## src/rtl/te_ack_collector.sv

```systemverilog
// Return-path ack collector: issues radioReq to the sink domains and gathers
// four-phase acks, treating isolated sinks as already done.
module te_ack_collector #(
   parameter int NUM_SINK       = 2,
   parameter int TIMEOUT_CYCLES = 64,
   parameter int CNT_W          = 7
) (
   input  logic                ck,
   input  logic                arst,
   input  logic                pllSettled,
   input  logic                clrErr,
   input  logic [NUM_SINK-1:0] isolate,
   input  logic [NUM_SINK-1:0] sinkAck,
   output logic                radioReq,
   output logic                allAcked,
   output logic                timeoutErr,
   output logic [NUM_SINK-1:0] ackMask,
   output logic                busy
);

   typedef enum logic [2:0] {
      IDLE, REQ, WAIT, DONE, DRAIN, ERR
   } state_t;

   state_t              state;
   logic [CNT_W-1:0]    count;
   logic                pllPrev;
   logic                rise;
   logic [NUM_SINK-1:0] maskNext;
   logic                maskFull;
   logic                timeUp;
   logic                drained;

   assign rise     = pllSettled & ~pllPrev;
   assign maskNext = ackMask | sinkAck | isolate;
   assign maskFull = &maskNext;
   assign timeUp   = (count == CNT_W'(TIMEOUT_CYCLES - 1));
   // isolated sinks may hold a stale ack forever; never wait on them
   assign drained  = ((sinkAck & ~isolate) == '0);

   always_ff @(posedge ck or posedge arst) begin
      if (arst) begin
         state      <= IDLE;
         count      <= '0;
         pllPrev    <= 1'b0;
         radioReq   <= 1'b0;
         allAcked   <= 1'b0;
         timeoutErr <= 1'b0;
         ackMask    <= '0;
         busy       <= 1'b0;
      end else begin
         pllPrev  <= pllSettled;
         allAcked <= 1'b0;
         if (clrErr) timeoutErr <= 1'b0;
         unique case (state)
            IDLE: begin
               radioReq <= 1'b0;
               ackMask  <= '0;
               if (rise) begin
                  state <= REQ;
                  busy  <= 1'b1;
               end
            end
            REQ: begin
               radioReq <= 1'b1;
               count    <= '0;
               ackMask  <= sinkAck | isolate;
               state    <= WAIT;
            end
            WAIT: begin
               radioReq <= 1'b1;
               ackMask  <= maskNext;
               // completion beats timeout when both land together
               if (maskFull) state <= DONE;
               else if (timeUp) state <= ERR;
               else count <= count + 1'b1;
            end
            DONE: begin
               allAcked <= 1'b1;
               radioReq <= 1'b0;
               state    <= DRAIN;
            end
            ERR: begin
               timeoutErr <= 1'b1;
               radioReq   <= 1'b0;
               state      <= DRAIN;
            end
            DRAIN: begin
               radioReq <= 1'b0;
               if (drained) begin
                  state   <= IDLE;
                  ackMask <= '0;
                  busy    <= 1'b0;
               end
            end
            default: begin
               state <= IDLE;
               busy  <= 1'b0;
            end
         endcase
      end
   end

endmodule
```

## config.mk

```make
export PLATFORM = sky130hd
export DESIGN_NAME = te_ack_collector
export DESIGN_NICKNAME = d
export VERILOG_FILES = /design/src/rtl/te_ack_collector.sv
export SDC_FILE = /design/constraint.sdc
export NUM_CORES = 1
export LEC_CHECK = 0
export CAP_MARGIN = 20
export CORE_MARGIN = 10
export CORE_UTILIZATION = 40
export CTS_BUF_LIST = sky130_fd_sc_hd__clkbuf_4 sky130_fd_sc_hd__clkbuf_8 sky130_fd_sc_hd__clkbuf_16
export DETAILED_ROUTE_END_ITERATION = 8
export PLACE_DENSITY = 0.66
export SLEW_MARGIN = 5
export SYNTH_ARGS = -nofsm -noshare
export SYNTH_HDL_FRONTEND = slang
export SYNTH_SLANG_ARGS = --single-unit
```

## constraint.sdc

```tcl
create_clock -name ck -period 3.82 [get_ports ck]
set_input_delay 0.764 -clock ck [delete_from_list [all_inputs] [get_ports ck]]
set_output_delay 0.764 -clock ck [all_outputs]
set_load 0.01 [all_outputs]
```

======== After elaboration in Yosys (flattened, before gate mapping) ========
Cells that the tools add are included.
storage, ports and cells
  register bits ........................... 17
  output and inout bits ................... 6
  logic and storage cells ................. 60
cells by class
  add/sub/neg operators ................... 1
  equal/unequal tests ..................... 11
  muxes and demuxes ....................... 17
  bitwise operators ....................... 8
  reductions and logical operators ........ 15
operators with widths
  cell                                                 number
  case mux 3 bit (5 select lines)                      1
  two-way mux 7 bit                                    2
  case mux 7 bit (2 select lines)                      1
  two-way mux 3 bit                                    4
  AND reduction 3 bit                                  3
  inequality test 2 bit, second input constant         4
  case mux 2 bit (4 select lines)                      1
  OR reduction 4 bit                                   2
  adder 7 x 1 -> 7 bit, second input constant          1
  equality test 7 x 6 -> 1 bit, second input constant  1
  equality test 3 x 2 -> 1 bit, second input constant  2
  equality test 3 bit, second input constant           2
  OR 2 bit                                             3
  nonzero test 2 bit                                   3
  two-way mux 1 bit                                    5
  AND reduction 2 bit                                  2
  nonzero test 4 bit                                   1
  OR reduction 2 bit                                   2
  equality test 3 x 1 -> 1 bit, second input constant  1
  zero test 3 bit                                      1
  inequality test 3 bit, second input constant         1
  case mux 1 bit (3 select lines)                      1
  AND 2 bit                                            1
  zero test 2 bit                                      1
  5 further kinds                                      6

======== Depth between registers and ports, before layout ========
  word-level depth ........................ 5
  depth in mapped cells ................... 5
  depth with buffers taken out ............ 5

======== Worst setup path before layout ========
No wires, ideal clock.
  path type ............................... input -> register
  start ................................... in sinkAck[0]
  end ..................................... reg count[3]
  data arrival time ....................... 1,621 ps
  path slack .............................. 2,112 ps
  stages .................................. 4
  cells stage by stage .................... nor3_4 o32ai_2 or4_1 o211ai_1
on the way
  cells in the longest elaborated chain, start to end .. 5
ends and longest elaborated chain
  element                          RTL line  source
  start, declared                  13        input logic [NUM_SINK-1:0] sinkAck,
  OR 2 bit (2 in a row)            35        assign maskNext = ackMask | sinkAck | isolate;
  AND reduction 2 bit              36        assign maskFull = &maskNext;
  inequality test 2 bit (no line)  --
  AND reduction 3 bit (no line)    --
  end signal, assigned             76        else count <= count + 1'b1;
  end, declared                    26        logic [CNT_W-1:0] count;
Every way passes these cells.
A chain may end at the register's enable or synchronous reset.

======== Worst setup path in the final report ========
  start ................................... in sinkAck[0]
  end ..................................... reg count[1]
Same word-level chain as after synthesis.

==> flow_summary_export.csv <==
group,metric,value,unit
synthesis,synth_top_area_frac,0.4802,
die,initial_core_util,0.4338,
clock_network,cts_tree,"yes",
status,status,"complete, no violations",
synthesis,synth-async-reset-ratio,1.000,
cells_and_area,drive_above_1_share,0.07619,
run,drv_cap,0,
setup_path,r2r_slack,2080,ps
hold_path,hp-start,"timeoutErr",
synthesis,syn-cell-area,885.9,sq um
routing,drt_iter0_drc,23,
cells_and_area,layout.nets,115,
cells_and_area,final_util,0.5214,
sta,fmax,475.1,MHz
placed_design,post-dp-hpwl,1.404,mm
setup_path,worst_r2r_endpoint,"count[1]",
clock_network,cts_resized,0,
setup_path,cp-start-kind,"input port",
clock_network,clock_latency,300,ps
synthesis,synth_top_area_cell,"dfrtp_1",
setup_path,critPathMaxFanout,6,
grt,grt-ovfl-total,0,
synthesis,ys.warnings.count,0,
routing,dr.pass1.iters,5,
setup_path,critPathRequiredTime,4040,ps
synthesis,synth_seq_area_share,0.4802,
die,fp.dieArea,0.004497,sq mm
clock_network,clk_transition_reported_paths,110,ps
power,ir_drop,0.3361,mV
synthesis,avgSynthCellArea,9.735,sq um
cells_and_area,mostFrequentLayoutCells,"17 x dfrtp_1, 13 x clkdlybuf4s50_1, 10 x nand2_1",
setup_path,path_class,"in2reg",
die,io_pins,14,
sta,slew_headroom,0.5534,
die,core-area,0.002042,sq mm
setup_path,cp-endpoint,"count[1]",
grt,grt_max_degree,18,
setup_path,cp-end-kind,"flip-flop",
sta,hold_viol,0,
sta,rsz0062_at_grt,"false",
routing,wl_met3,102,um
routing,via_count,730,
sta,finalSetupTns,0,ps
routing,wl_per_cell,14.90,um
power,power.leakage,0.4273,nW
grt,grt_pass1_vias,738,
clock_network,clk_path_buf_depth,2,
placed_design,gp_congestion,0.8116,
setup_path,critical_path_arrival,2330,ps
routing,wl_met1,916,um
hold_path,hp-class,"reg2reg",
cells_and_area,final_common_cell,"dfrtp_1",
grt,antenna_found_initial,0,
sta,fin_ws,1715,ps
power,power.density,659.6,mW/mm^2
synthesis,synth-edff-count,0,
sta,finalSetupViolCount,0,
sta,skew,8.299,ps
die,die_y,67.06,um
setup_path,reg2reg_depth,5,
sta,period_needed,2105,ps
synthesis,ys_types,32,
clock_network,clock-root-buffer,"clkbuf_4",
sta,slew_violations,0,
die,rows,16,
synthesis,synth-main-ff-cell,"dfrtp_1",
grt,grt_pass1_wl,3.477,mm
grt,grt_util_all_layers,0.09777,
routing,route.met2.wl,918,um
setup_path,crit_start,"sinkAck[0]",
cells_and_area,diodes,0,
routing,top_layer,"met4",
synthesis,syn_inst,91,
placed_design,port_buffers,13,
routing,antenna_left,0,
clock_network,holdBufCountCts,0,
cells_and_area,syn_to_final_growth,20.20,%
routing,drc,0,
sta,tightest_slew,669.2,ps
synthesis,syn-num-nets,100,
placed_design,place_ws,1446,ps
setup_path,r2r-start,"count[0]",
routing,avgViaCountPerCell,5.530,
clock_network,clkSinkCount,17,
routing,routed_wirelength,1.967,mm
synthesis,ys_ff_latch,17,
clock_network,cts_buffers,3,
synthesis,synth_top_cells_by_area,"dfrtp_1 48%, nand2_1 4.2%, nor3_4 3.7%",
clock_network,cts_max_level,1,
die,fp.dieW,67.06,um
sta,finalCritPeriodShare,0.5510,
clock_network,postCtsSetupBuffers,0,
[power by group]
part / total [W] / internal (W) / switching, W
Combinational: 0.000274 / 0.000137 / 0.000138
Sequential: 0.000327 / 0.000240 / 0.0000868
Clock: 0.000101 / 0.0000391 / 0.0000623
Total: 0.000702 / 0.000416 / 0.000287
[critical path: stages]
cell and delay [ps]:
clkdlybuf4s50_1 470, nor3_4 260, o32ai_2 150, nor2_1 440, mux2i_1 250
[cells in the mapped netlist, types with 2 or more instances]
library cell  number
a21oi_1            4
or3_1              2
nand3_1            6
nor3b_1            2
nor2_1             5
inv_1              5
dfrtp_1           17
nand2b_1           2
o211ai_1           2
mux2i_1            2
or4_1              2
nand2_1           10
nor3_4             2
o21ai_0            6
xor2_1             2
o221ai_1           2
nor3_1             4
o22ai_1            2
[cell type report]
class,instances,area (sq um)
tap,27,33.78
clock inverter,1,5.005
clock buffer,3,22.52
multi-input combinational,66,429.2
sequential,17,425.4
inverter,5,18.77
fill,194,977.2
timing repair buffer,13,130.1
[sequential cells by signal (all words and copies together), names as in the netlist]
signal / cells
count: 7
state: 3
ackMask: 2
allAcked: 1
busy: 1
pllPrev: 1
radioReq: 1
timeoutErr: 1
[per-layer routing]
layer  vias up  track usage
met1       351       0.1149
met3         5      0.03344
met2        16       0.1564
met5         -            0
li1        358            -
met4         0      0.04359
[logic make-up after synthesis]
group / synth area share
xor+xnor: 0.01978
compound gates: 0.1737
buf+inv: 0.03530
simple gates: 0.2415
flops: 0.4802
fa+ha+maj: 0.01412
mux: 0.03531
[through the flow]
step | power (W) | area (sq um) | hold WS (ps) | instances
final | 0.0007023 | 1065 | 527.3 | 132
after global routing | 0.0007586 | 1065 | 553.7 | 132
after CTS | 0.0007055 | 1065 | 527.4 | 132
after detailed placement | 0.0006023 | 1037 | 512.4 | 128
after global placement | 0.0005967 | 1037 | 501.4 | 128
after floorplan | 0.0004980 | 885.9 | 476.5 | 91
[how the worst min path moves through the flow]
stage	end	cells past startpoint
finish	timeoutErr	2
global route	radioReq	2
CTS	count[0]	1
detailed placement	radioReq	2
global placement	count[0]	1
floorplan	count[0]	1
Power figures use the tool's default switching activity.
